==> config.mk <==
export PLATFORM = sky130hd
export DESIGN_NAME = rs485_frame_rx_flat
export DESIGN_NICKNAME = d
export VERILOG_FILES = /design/src/rtl/rs485_frame_rx_pkg.sv /design/src/rtl/rs485_frame_rx_if.sv /design/src/rtl/rs485_frame_rx_byte_timer.sv /design/src/rtl/rs485_frame_rx.sv /design/src/flat_wrapper.sv
export SDC_FILE = /design/constraint.sdc
export NUM_CORES = 1
export LEC_CHECK = 0
export ABC_AREA = 1
export CAP_MARGIN = 40
export CORE_MARGIN = 5
export CORE_UTILIZATION = 50
export DETAILED_ROUTE_END_ITERATION = 16
export HOLD_SLACK_MARGIN = 0.12
export MAX_ROUTING_LAYER = met4
export PLACE_DENSITY = 0.82
export SYNTH_ARGS = -nofsm -noshare
export SYNTH_HDL_FRONTEND = slang
export SYNTH_HIERARCHICAL = 1
export SYNTH_SLANG_ARGS = --single-unit
==> constraint.sdc <==
create_clock -name clk -period 1.7 [get_ports clk]
set_clock_uncertainty 0.05 [all_clocks]
set_input_delay 0.34 -clock clk [delete_from_list [all_inputs] [get_ports clk]]
set_output_delay 0.34 -clock clk [all_outputs]
set_load 0.005 [all_outputs]
==> src/rtl/rs485_frame_rx_pkg.sv <==
// Shared encodings for the RS485 frame receiver: FSM states, error codes, default marker bytes.
package rs485_pkg;

    typedef enum logic [2:0] {
        ST_IDLE,
        ST_ADDR,
        ST_LEN,
        ST_DATA,
        ST_CSUM
    } state_e;

    typedef enum logic [1:0] {
        ERR_NONE = 2'b00,
        ERR_CSUM = 2'b01,
        ERR_LEN  = 2'b10,
        ERR_TMO  = 2'b11
    } err_e;

    localparam logic [7:0] DEF_SYNC_BYTE  = 8'hA5;
    localparam logic [7:0] DEF_BCAST_ADDR = 8'hFF;

endpackage

==> src/rtl/rs485_frame_rx_if.sv <==
// Byte-in / payload-write / status bundle between the UART top, the frame parser and its consumer.
interface rs485_frame_rx_if #(
    parameter int AW = 5
);
    logic          rx_ready;
    logic [7:0]    rx_data;
    logic [7:0]    my_addr;
    logic          pl_wr_en;
    logic [AW-1:0] pl_wr_addr;
    logic [7:0]    pl_wr_data;
    logic          frame_done;
    logic [7:0]    frame_len;
    logic          frame_err;
    logic [1:0]    err_code;
    logic          busy;

    modport slave (
        input  rx_ready, rx_data, my_addr,
        output pl_wr_en, pl_wr_addr, pl_wr_data, frame_done, frame_len,
               frame_err, err_code, busy
    );

    modport master (
        output rx_ready, rx_data, my_addr,
        input  pl_wr_en, pl_wr_addr, pl_wr_data, frame_done, frame_len,
               frame_err, err_code, busy
    );
endinterface

==> src/rtl/rs485_frame_rx_byte_timer.sv <==
// Inter-byte watchdog: cleared by each received byte, counts while enabled, pulses expire on the
// last cycle before TIMEOUT_CYC idle cycles have elapsed so the error registers exactly at the limit.
module rs485_byte_timer #(
    parameter int TIMEOUT_CYC = 2000
) (
    input  logic clk,
    input  logic rst_n,
    input  logic clr,
    input  logic en,
    output logic expire
);
    localparam int TW = $clog2(TIMEOUT_CYC + 1);
    localparam logic [TW-1:0] LAST = TW'(TIMEOUT_CYC - 1);

    logic [TW-1:0] cnt_q, cnt_d;

    always_comb begin
        cnt_d = cnt_q;
        if (clr || !en)
            cnt_d = '0;
        else if (cnt_q != LAST)
            cnt_d = cnt_q + 1'b1;
    end

    always_ff @(posedge clk or negedge rst_n) begin
        if (!rst_n) cnt_q <= '0;
        else        cnt_q <= cnt_d;
    end

    // A byte arriving on the expiry cycle takes priority, so clr masks the pulse.
    assign expire = en && !clr && (cnt_q == LAST);

endmodule

==> src/rtl/rs485_frame_rx.sv <==
// Frame parser [SYNC][ADDR][LEN][PAYLOAD x LEN][CSUM]: address filter, speculative payload writes,
// done/error pulses. All responses are registered one cycle after the causing rx_ready.
module rs485_frame_rx
    import rs485_pkg::*;
#(
    parameter logic [7:0] SYNC_BYTE   = DEF_SYNC_BYTE,
    parameter logic [7:0] BCAST_ADDR  = DEF_BCAST_ADDR,
    parameter int         MAX_LEN     = 32,
    parameter int         AW          = 5,
    parameter int         TIMEOUT_CYC = 2000
) (
    input logic            clk,
    input logic            rst_n,
    rs485_frame_rx_if.slave bus
);
    localparam logic [7:0] MAX_LEN_B = 8'(MAX_LEN);

    state_e        state_q, state_d;
    logic          match_q, match_d;
    logic [7:0]    sum_q, sum_d;
    logic [7:0]    len_q, len_d;
    logic [AW-1:0] cnt_q, cnt_d;
    logic          wr_en_q, wr_en_d;
    logic [AW-1:0] wr_addr_q, wr_addr_d;
    logic [7:0]    wr_data_q, wr_data_d;
    logic          done_q, done_d;
    logic [7:0]    flen_q, flen_d;
    logic          err_q, err_d;
    err_e          ecode_q, ecode_d;
    logic          busy, tmo;
    logic [7:0]    rx_byte;

    assign busy    = (state_q != ST_IDLE);
    assign rx_byte = bus.rx_data;

    rs485_byte_timer #(.TIMEOUT_CYC(TIMEOUT_CYC)) u_timer (
        .clk    (clk),
        .rst_n  (rst_n),
        .clr    (bus.rx_ready),
        .en     (busy),
        .expire (tmo)
    );

    always_comb begin
        state_d   = state_q;
        match_d   = match_q;
        sum_d     = sum_q;
        len_d     = len_q;
        cnt_d     = cnt_q;
        wr_en_d   = 1'b0;
        wr_addr_d = wr_addr_q;
        wr_data_d = wr_data_q;
        done_d    = 1'b0;
        flen_d    = flen_q;
        err_d     = 1'b0;
        ecode_d   = ecode_q;
        if (bus.rx_ready) begin
            unique case (state_q)
                ST_IDLE: if (rx_byte == SYNC_BYTE) state_d = ST_ADDR;
                ST_ADDR: begin
                    match_d = (rx_byte == bus.my_addr) || (rx_byte == BCAST_ADDR);
                    sum_d   = rx_byte;
                    state_d = ST_LEN;
                end
                ST_LEN: begin
                    sum_d = sum_q + rx_byte;
                    len_d = rx_byte;
                    // Over-length is reported even for foreign frames: we lose alignment either way.
                    if (rx_byte > MAX_LEN_B) begin
                        err_d   = 1'b1;
                        ecode_d = ERR_LEN;
                        state_d = ST_IDLE;
                    end else if (rx_byte == 8'd0) begin
                        state_d = ST_CSUM;
                    end else begin
                        cnt_d   = '0;
                        state_d = ST_DATA;
                    end
                end
                ST_DATA: begin
                    sum_d = sum_q + rx_byte;
                    if (match_q) begin
                        wr_en_d   = 1'b1;
                        wr_addr_d = cnt_q;
                        wr_data_d = rx_byte;
                    end
                    cnt_d = cnt_q + 1'b1;
                    if (8'(cnt_q) == len_q - 8'd1) state_d = ST_CSUM;
                end
                ST_CSUM: begin
                    state_d = ST_IDLE;
                    if (match_q) begin
                        if (rx_byte == sum_q) begin
                            done_d = 1'b1;
                            flen_d = len_q;
                        end else begin
                            err_d   = 1'b1;
                            ecode_d = ERR_CSUM;
                        end
                    end
                end
                default: state_d = ST_IDLE;
            endcase
        end else if (tmo) begin
            err_d   = 1'b1;
            ecode_d = ERR_TMO;
            state_d = ST_IDLE;
        end
    end

    always_ff @(posedge clk or negedge rst_n) begin
        if (!rst_n) begin
            state_q   <= ST_IDLE;
            match_q   <= 1'b0;
            sum_q     <= '0;
            len_q     <= '0;
            cnt_q     <= '0;
            wr_en_q   <= 1'b0;
            wr_addr_q <= '0;
            wr_data_q <= '0;
            done_q    <= 1'b0;
            flen_q    <= '0;
            err_q     <= 1'b0;
            ecode_q   <= ERR_NONE;
        end else begin
            state_q   <= state_d;
            match_q   <= match_d;
            sum_q     <= sum_d;
            len_q     <= len_d;
            cnt_q     <= cnt_d;
            wr_en_q   <= wr_en_d;
            wr_addr_q <= wr_addr_d;
            wr_data_q <= wr_data_d;
            done_q    <= done_d;
            flen_q    <= flen_d;
            err_q     <= err_d;
            ecode_q   <= ecode_d;
        end
    end

    assign bus.pl_wr_en   = wr_en_q;
    assign bus.pl_wr_addr = wr_addr_q;
    assign bus.pl_wr_data = wr_data_q;
    assign bus.frame_done = done_q;
    assign bus.frame_len  = flen_q;
    assign bus.frame_err  = err_q;
    assign bus.err_code   = ecode_q;
    assign bus.busy       = busy;

endmodule

==> src/flat_wrapper.sv <==
// flat-port wrapper written by rule: the top's interface ports become plain ports
module rs485_frame_rx_flat import rs485_pkg::*;
#(
    parameter logic [7:0] SYNC_BYTE   = DEF_SYNC_BYTE,
    parameter logic [7:0] BCAST_ADDR  = DEF_BCAST_ADDR,
    parameter int         MAX_LEN     = 32,
    parameter int         AW          = 5,
    parameter int         TIMEOUT_CYC = 2000
)
  (clk, rst_n, bus_rx_ready, bus_rx_data, bus_my_addr, bus_pl_wr_en, bus_pl_wr_addr, bus_pl_wr_data, bus_frame_done, bus_frame_len, bus_frame_err, bus_err_code, bus_busy);
  rs485_frame_rx_if #(.AW(AW)) bus_i ();
  input logic clk;
  input logic rst_n;
  input wire logic [$bits(bus_i.rx_ready)-1:0] bus_rx_ready;
  input wire logic [$bits(bus_i.rx_data)-1:0] bus_rx_data;
  input wire logic [$bits(bus_i.my_addr)-1:0] bus_my_addr;
  output wire logic [$bits(bus_i.pl_wr_en)-1:0] bus_pl_wr_en;
  output wire logic [$bits(bus_i.pl_wr_addr)-1:0] bus_pl_wr_addr;
  output wire logic [$bits(bus_i.pl_wr_data)-1:0] bus_pl_wr_data;
  output wire logic [$bits(bus_i.frame_done)-1:0] bus_frame_done;
  output wire logic [$bits(bus_i.frame_len)-1:0] bus_frame_len;
  output wire logic [$bits(bus_i.frame_err)-1:0] bus_frame_err;
  output wire logic [$bits(bus_i.err_code)-1:0] bus_err_code;
  output wire logic [$bits(bus_i.busy)-1:0] bus_busy;
  assign bus_i.rx_ready = bus_rx_ready;
  assign bus_i.rx_data = bus_rx_data;
  assign bus_i.my_addr = bus_my_addr;
  assign bus_pl_wr_en = bus_i.pl_wr_en;
  assign bus_pl_wr_addr = bus_i.pl_wr_addr;
  assign bus_pl_wr_data = bus_i.pl_wr_data;
  assign bus_frame_done = bus_i.frame_done;
  assign bus_frame_len = bus_i.frame_len;
  assign bus_frame_err = bus_i.frame_err;
  assign bus_err_code = bus_i.err_code;
  assign bus_busy = bus_i.busy;
  rs485_frame_rx #(.SYNC_BYTE(SYNC_BYTE), .BCAST_ADDR(BCAST_ADDR), .MAX_LEN(MAX_LEN), .AW(AW), .TIMEOUT_CYC(TIMEOUT_CYC)) u_core (.clk(clk), .rst_n(rst_n), .bus(bus_i));
endmodule
==> results of run 1 <==
layout make-up:
type | instances | share of cell area (%)
multi-input cells | 333 | 40.2
flip-flops and latches | 62 | 30.1
repair buffers | 114 | 19.5
inverters | 54 | 4.00
clock buffers | 11 | 2.74
well taps | 99 | 2.40
clock inverters | 5 | 1.14
routing by layer:
| metal | track usage [%] | part of all wire [%] | wire, um |
|---|---|---|---|
| met3 | 3.87 | 6.6 | 676 |
| met5 | - | 0 | 0 |
| met1 | 30.2 | 40 | 4110 |
| met4 | 8.53 | 3.1 | 318 |
| met2 | 38.5 | 50 | 5160 |
how the worst min path moves through the flow:
stage	endpoint	cells past startpoint	start
after floorplan	u_core/bus.err_code[0]	0	rst_n
final	u_core/len_q[7]	4	bus_rx_data[7]
after detailed placement	u_core/bus.pl_wr_addr[3]	2	rst_n
after global routing	u_core/len_q[7]	4	bus_rx_data[7]
after CTS	u_core/bus.pl_wr_addr[2]	2	u_core/bus.pl_wr_addr[2]
after global placement	u_core/bus.pl_wr_addr[2]	2	rst_n
kinds of logic (layout without fill, tap and decap cells):
| kind of cell | after synthesis | after routing | share of synthesized area (%) |
|---|---|---|---|
| DFF | 62 | 62 | 42.6 |
| AOI/OAI and AO/OA | 67 | 68 | 11.8 |
| xor gates and xnor gates | 16 | 16 | 3.85 |
| adders and majority gates | 11 | 11 | 3.98 |
| and+or+nand+nor | 237 | 238 | 30.8 |
| buffers and inverters | 60 | 184 | 6.97 |
per-stage QoR:
step	power, mW	cells	cell area, um2	setup WS [ns]
floorplan	3.85	453	3660	-0.0127
global placement	4.90	651	4650	-0.548
detailed placement	5.02	651	4650	-0.590
CTS	6.45	674	5000	-0.116
global route	7.42	678	5160	-0.187
finish	6.94	678	5160	-0.102
sequential cells by signal, summed over array words and instances (netlist names), 2 cells and up:
register and cells:
u_core/len_q 8, u_core/bus.err_code 2, u_core/u_timer/cnt_q 11, u_core/state_q 3, u_core/bus.pl_wr_data 8, u_core/sum_q 8, u_core/bus.pl_wr_addr 5, u_core/cnt_q 5
u_core/bus.frame_len 8
power groups by stage:
stage          clock network [mW]  logic, mW  registers, mW
2_1_floorplan                   0       1.79           2.06
3_3_place_gp                    0       2.83           2.07
3_5_place_dp                    0       2.94           2.07
4_1_cts                      1.32       3.06           2.06
5_1_grt                      1.40       3.88           2.14
6_report                     1.31       3.54           2.10
worst register-to-register path: cells and delay by family (launching register included):
| kind | cells | cell delay, ns |
|---|---|---|
| AOI/OAI and AO/OA | 1 | 0.05 |
| buffers and inverters | 1 | 0.14 |
| DFF | 1 | 0.42 |
| adders and majority gates | 1 | 0.27 |
| and+or+nand+nor | 5 | 0.75 |
placed cells by master (no fill, tap or decap), drive strengths merged, types with 9 or more instances in the layout:
cell type      synthesis  routed
a21oi                  9      10
buf                    5      69
clkbuf                 1      11
clkdlybuf4s50          0      35
dfrtp                 62      62
ha                    10      10
inv                   53      53
nand2                133     134
nand3                 35      35
nand4                 17      17
nor2                  37      37
o21ai                 47      47
xnor2                  9       9
what timing repair did:
item | CTS | global route
pin swaps | 15 | 23
hold buffers | 1 | 0
gates resized for setup | 34 | 35
setup endpoints to repair | 27 | 27
setup buffers | 4 | 4
hold endpoints to repair | 62 | 0
cloned | 2 | 0
==> reports/qor.yml, run 1 <==
timing.rr.end: "u_core/bus.frame_len[6]"
grt_overflow: 0
synthTopCellsByCount: "127 x nand2_1, 62 x dfrtp_1, 49 x inv_1"
die_w_um: 95.4
grt_max_degree: 63
synth_largest_area_cell: "dfrtp_1"
end_kind: "flip-flop"
cp.arrival_ns: 1.97
finalSetupViolations: 13
die-area_um2: 9090
synth_cell_types: 38
routed-via-count: 3651
worstSkewPairLatency_ns: 0.34
min_period_ns: 1.80
tns_ns: -0.862
cp.depth: 8
cp-endpoint: "u_core/bus.frame_len[6]"
cts_tree: "done"
vias_per_cell: 5.38
cts.sinks: 62
pwr-share-seq_pct: 30.2
diodes: 0
ys_ff_latch: 62
htree_num_levels: 3
synthArstFlopShare_pct: 100
path_max_fanout: 8
report.final.slew_viol_count: 0
synth_most_common_cell: "nand2_1"
crit_start: "u_core/sum_q[1]"
status: "finished, violations left"
synth_top_area_share_pct: 42.6
violations: "negative setup slack"
combPwrFrac_pct: 50.9
maxCapViolations: 0
fp-row-count: 31
critPathKind: "flip-flop to flip-flop"
synth_ff_type: "dfrtp_1"
initial_core_util_pct: 50.8
hold_viol: 0
power_leakage_nw: 2.46
synthTopCellsByArea: "dfrtp_1 43%, nand2_1 13%, inv_1 5.0%"
power_density_nw_per_um2: 1340
cp.required_ns: 1.87
critPathTopFamily: "simple AND/OR/NAND/NOR gates"
rsz0062_at_grt: "yes"
tightest_slew_ns: 0.536
ant_nets: 0
cts_buffer_depth: 2
crit_chain: "ha_4 > nor4_4 > nand3_2 > nor2_4 > buf_12 > nand2_8 > nand2_2 > o21ai_2"
reg2regPathDepth: 8
synth_seq_area_share_pct: 42.6
hp-class: "input pin to flip-flop"
worstSetupStartpointType: "flip-flop"
fillers: 502
routedWlPerCell_um: 15.1
internal_power_mw: 4.06
fmax_mhz: 555
pwr-share-clk_pct: 18.8
grt_pass1_vias: 3513
holdWs_ns: 0.429
cts_root_buffer: "clkbuf_8"
core_um2: 7180
drcViolationCount: 0
slowest_stage: "dfrtp_1"
numPortBuffers: 45
grtUsageTotal_pct: 23.8
antenna_found_initial: 0
syn-num-nets: 483
num_io_pins: 46
power.switching_mw: 2.88
gp_congestion: 0.918
dr.pass1.iters: 6
dp_hpwl_um: 6880
routed_wl_um: 10300
yosysWarningCount: 6
max_stage_delay_ns: 0.42
cts.clk_slew.worst_paths_ns: 0.07
grt_pass1_wl_um: 16300
fin_util_pct: 72.0
ff_latch_area_um2: 1550
crit_buf_inv: 1
cts_inserted_buffers: 9
final_nets: 604
multi_input_area_um2: 2070
post-route-worst-setup-slack_ns: -0.102
ir_drop_uv: 783
synth_area_um2: 3640
layout-drive-gt1-share_pct: 29.9
die_height_um: 95.4
drt_iter0_drc: 257
synth-edff-count: 0
swShare_pct: 41.5
syn_avg_cell_area_um2: 8.04
syn_inst: 453
r2r-start: "u_core/sum_q[1]"
reg2reg_slack_ns: -0.10
area_growth_pct: 41.7
slew_headroom_pct: 64.2
finalCritPeriodShare_pct: 106
No activity file was read; power rests on OpenSTA's default activity.
==> run 2: changes to the inputs <==
--- a/config.mk
+++ b/config.mk
@@ -12,7 +12,7 @@
 export DETAILED_ROUTE_END_ITERATION = 16
 export HOLD_SLACK_MARGIN = 0.12
 export MAX_ROUTING_LAYER = met4
-export PLACE_DENSITY = 0.82
+export PLACE_DENSITY = 0.76
 export SYNTH_ARGS = -nofsm -noshare
 export SYNTH_HDL_FRONTEND = slang
 export SYNTH_HIERARCHICAL = 1
==> run 2 against run 1 <==
The run still ends with negative setup slack left. Via count shrank 0.99%. Register-to-register slack gained 0.02 ns. Die area stayed put. Total power up 5.7%. Largest power group unchanged. Utilization rose by 1.7 points. Global-route usage grew 0.62 points. Non-clock buffer count is 5 higher. Cell count increased by 0.74%. Final area up 2.3%. First-iteration DRC count is 25% lower. Hold slack improved by 0.0072 ns. Highest routed layer unchanged.
==> reports/qor.yml, run 2 (same netlist as run 1, synthesis figures left out) <==
routed-via-count: 3615  # was 3651
vias_per_cell: 5.29  # was 5.38
htree_num_levels: 3  # unchanged
routedWlPerCell_um: 15.5  # was 15.1 um
fp-row-count: 31  # unchanged
maxCapViolations: 0  # unchanged
num_io_pins: 46  # unchanged
gp_congestion: 0.923  # was 0.918
grt_overflow: 0  # unchanged
initial_core_util_pct: 50.8  # unchanged
ir_drop_uv: 849  # was 783 uV
routed_wl_um: 10600  # was 10300 um
layout-drive-gt1-share_pct: 31.7  # was 29.9%
regMostFlops: "u_core/u_timer/cnt_q"  # unchanged
finalSetupViolations: 13  # unchanged
dp_slack_ns: -0.597  # was -0.590 ns
most-common-layout-cells: "111 x nand2_1, 61 x dfrtp_1, 61 x buf_4, 40 x inv_1, 35 x clkdlybuf4s50_1"  # was 115 x nand2_1, 61 x buf_4, 61 x dfrtp_1, 43 x inv_1, 35 x clkdlybuf4s50_1
met2_usage_pct: 39.2  # was 38.5%
fillers: 517  # was 502
report.final.slew_viol_count: 0  # unchanged
final_common_cell: "nand2_1"  # unchanged
grtUsageTotal_pct: 24.4  # was 23.8%
numPortBuffers: 45  # unchanged
cp.arrival_ns: 1.97  # about the same
power_leakage_nw: 2.49  # was 2.46 nW
final_cells: 683  # was 678
die_height_um: 95.4  # unchanged
placed_cells: 654  # was 651
cts_buffer_depth: 2  # unchanged
hold_viol: 0  # unchanged
finalCritPeriodShare_pct: 105  # was 106%
worstSkewPairLatency_ns: 0.34  # about the same
dr.pass1.iters: 5  # was 6
dp_hpwl_um: 7050  # was 6880 um
use_met1_pct: 30.9  # was 30.2%
drcViolationCount: 0  # unchanged
path_max_fanout: 8  # unchanged
largest_reg_flops: 11  # unchanged
cts_root_buffer: "clkbuf_8"  # unchanged
min_period_ns: 1.79  # was 1.80 ns
worstSetupStartpointType: "flip-flop"  # unchanged
diodes: 0  # unchanged
holdWs_ns: 0.436  # was 0.429 ns
cts.clk_slew.worst_paths_ns: 0.07  # about the same
grt_pass1_vias: 3614  # was 3513
power_density_nw_per_um2: 1390  # was 1340 nW/um2
antenna_found_initial: 0  # unchanged
critPathKind: "flip-flop to flip-flop"  # unchanged
rsz0062_at_grt: "yes"  # unchanged
end_kind: "flip-flop"  # unchanged
core_um2: 7180  # unchanged
violations: "negative setup slack"  # unchanged
final_nets: 609  # was 604
cts_inserted_buffers: 9  # unchanged
grt_pass1_wl_um: 16700  # was 16300 um
hp-class: "flip-flop to flip-flop"  # was input pin to flip-flop
die-area_um2: 9090  # unchanged
grt_max_degree: 63  # unchanged
cp.required_ns: 1.88  # was 1.87 ns
tightest_slew_ns: 0.532  # was 0.536 ns
status: "finished, violations left"  # unchanged
fmax_mhz: 560  # was 555 MHz
area_growth_pct: 45.0  # was 41.7%
use_met3_pct: 3.39  # was 3.87%
die_w_um: 95.4  # unchanged
grt_most_used_layer: "met2"  # unchanged
slew_headroom_pct: 64.5  # was 64.2%
finalPower_mw: 7.34  # was 6.94 mW
drt_iter0_drc: 192  # was 257
post-route-worst-setup-slack_ns: -0.0860  # was -0.102 ns
cts.sinks: 62  # unchanged
ant_nets: 0  # unchanged
cts_tree: "done"  # unchanged
-- run 2: per-layer routing --
| layer | wire length [um] | vias to the layer above |
|---|---|---|
| li1 | - | 1751 |
| met1 | 4520 | 1727 |
| met2 | 5250 | 112 |
| met3 | 564 | 25 |
| met4 | 220 | 0 |
| met5 | 0 | - |
-- run 2: worst max-delay path, stage by stage, from the launching register on --
cell,delay [ns]
dfrtp_1,0.41
ha_4,0.27
nor4_4,0.26
nand3_2,0.14
nor2_4,0.16
buf_12,0.14
nand2_8,0.09
nand2_2,0.10
o21ai_2,0.05
-- run 2: power by group --
| group | internal (mW) | leakage [nW] | total (mW) | switching (mW) |
|---|---|---|---|---|
| Clock | 0.905 | 0.116 | 1.49 | 0.585 |
| Combinational | 1.67 | 1.56 | 3.75 | 2.07 |
| Sequential | 1.81 | 0.820 | 2.11 | 0.301 |
| Total | 4.38 | 2.49 | 7.34 | 2.96 |
-- run 2: final timing paths --
| check | from | end | slack (ns) | cells after the start |
|---|---|---|---|---|
| hold / removal | u_core/bus.frame_len[4] | u_core/bus.frame_len[4] | 0.44 | 2 |
| setup / recovery | u_core/sum_q[6] | u_core/bus.frame_len[6] | -0.09 | 8 |
| hold reg to reg | u_core/bus.frame_len[4] | u_core/bus.frame_len[4] | 0.44 | 2 |
| setup reg to reg | u_core/sum_q[6] | u_core/bus.frame_len[6] | -0.09 | 8 |
| max in group asynchronous | rst_n | u_core/state_q[0] | 0.79 | 3 |
| min in group asynchronous | rst_n | u_core/bus.pl_wr_addr[3] | 0.47 | 3 |
-- run 2: cell type report --
class / count / area, um2 / share of cell area (%)
inverter: 54 / 211 / 4.00
sequential: 62 / 1550 / 29.4
tap: 99 / 124 / 2.34
clock inverter: 5 / 81.3 / 1.54
multi-input combinational: 333 / 2110 / 39.9
timing repair buffer: 119 / 1060 / 20.0
clock buffer: 11 / 151 / 2.87
-- run 2: timing repair --
action                                 in CTS  in global routing
hold buffers                                1                  0
buffers inserted                            4                  7
setup endpoints to repair                  27                 27
pin swaps                                  21                 32
gates cloned                                1                  1
gates resized for setup                    37                 48
endpoints found under the hold margin      62                  0
-- run 2: per-stage QoR --
step | instance area, um2 | TNS, ns | util, %
5_1_grt | 5280 | -2.30 | 73.6
3_3_place_gp | 4670 | -13.51 | 65.1
4_1_cts | 5010 | -1.41 | 69.9
3_5_place_dp | 4670 | -14.81 | 65.1
2_1_floorplan | 3660 | -0.0338 | -
6_report | 5280 | -0.720 | 73.6
==> run 3: changes to the inputs <==
--- a/config.mk
+++ b/config.mk
@@ -6,7 +6,6 @@
 export NUM_CORES = 1
 export LEC_CHECK = 0
 export ABC_AREA = 1
-export CAP_MARGIN = 40
 export CORE_MARGIN = 5
 export CORE_UTILIZATION = 50
 export DETAILED_ROUTE_END_ITERATION = 16
==> results of run 3 <==
No change in the layout: final DEF, timing and power equal those of run 2.
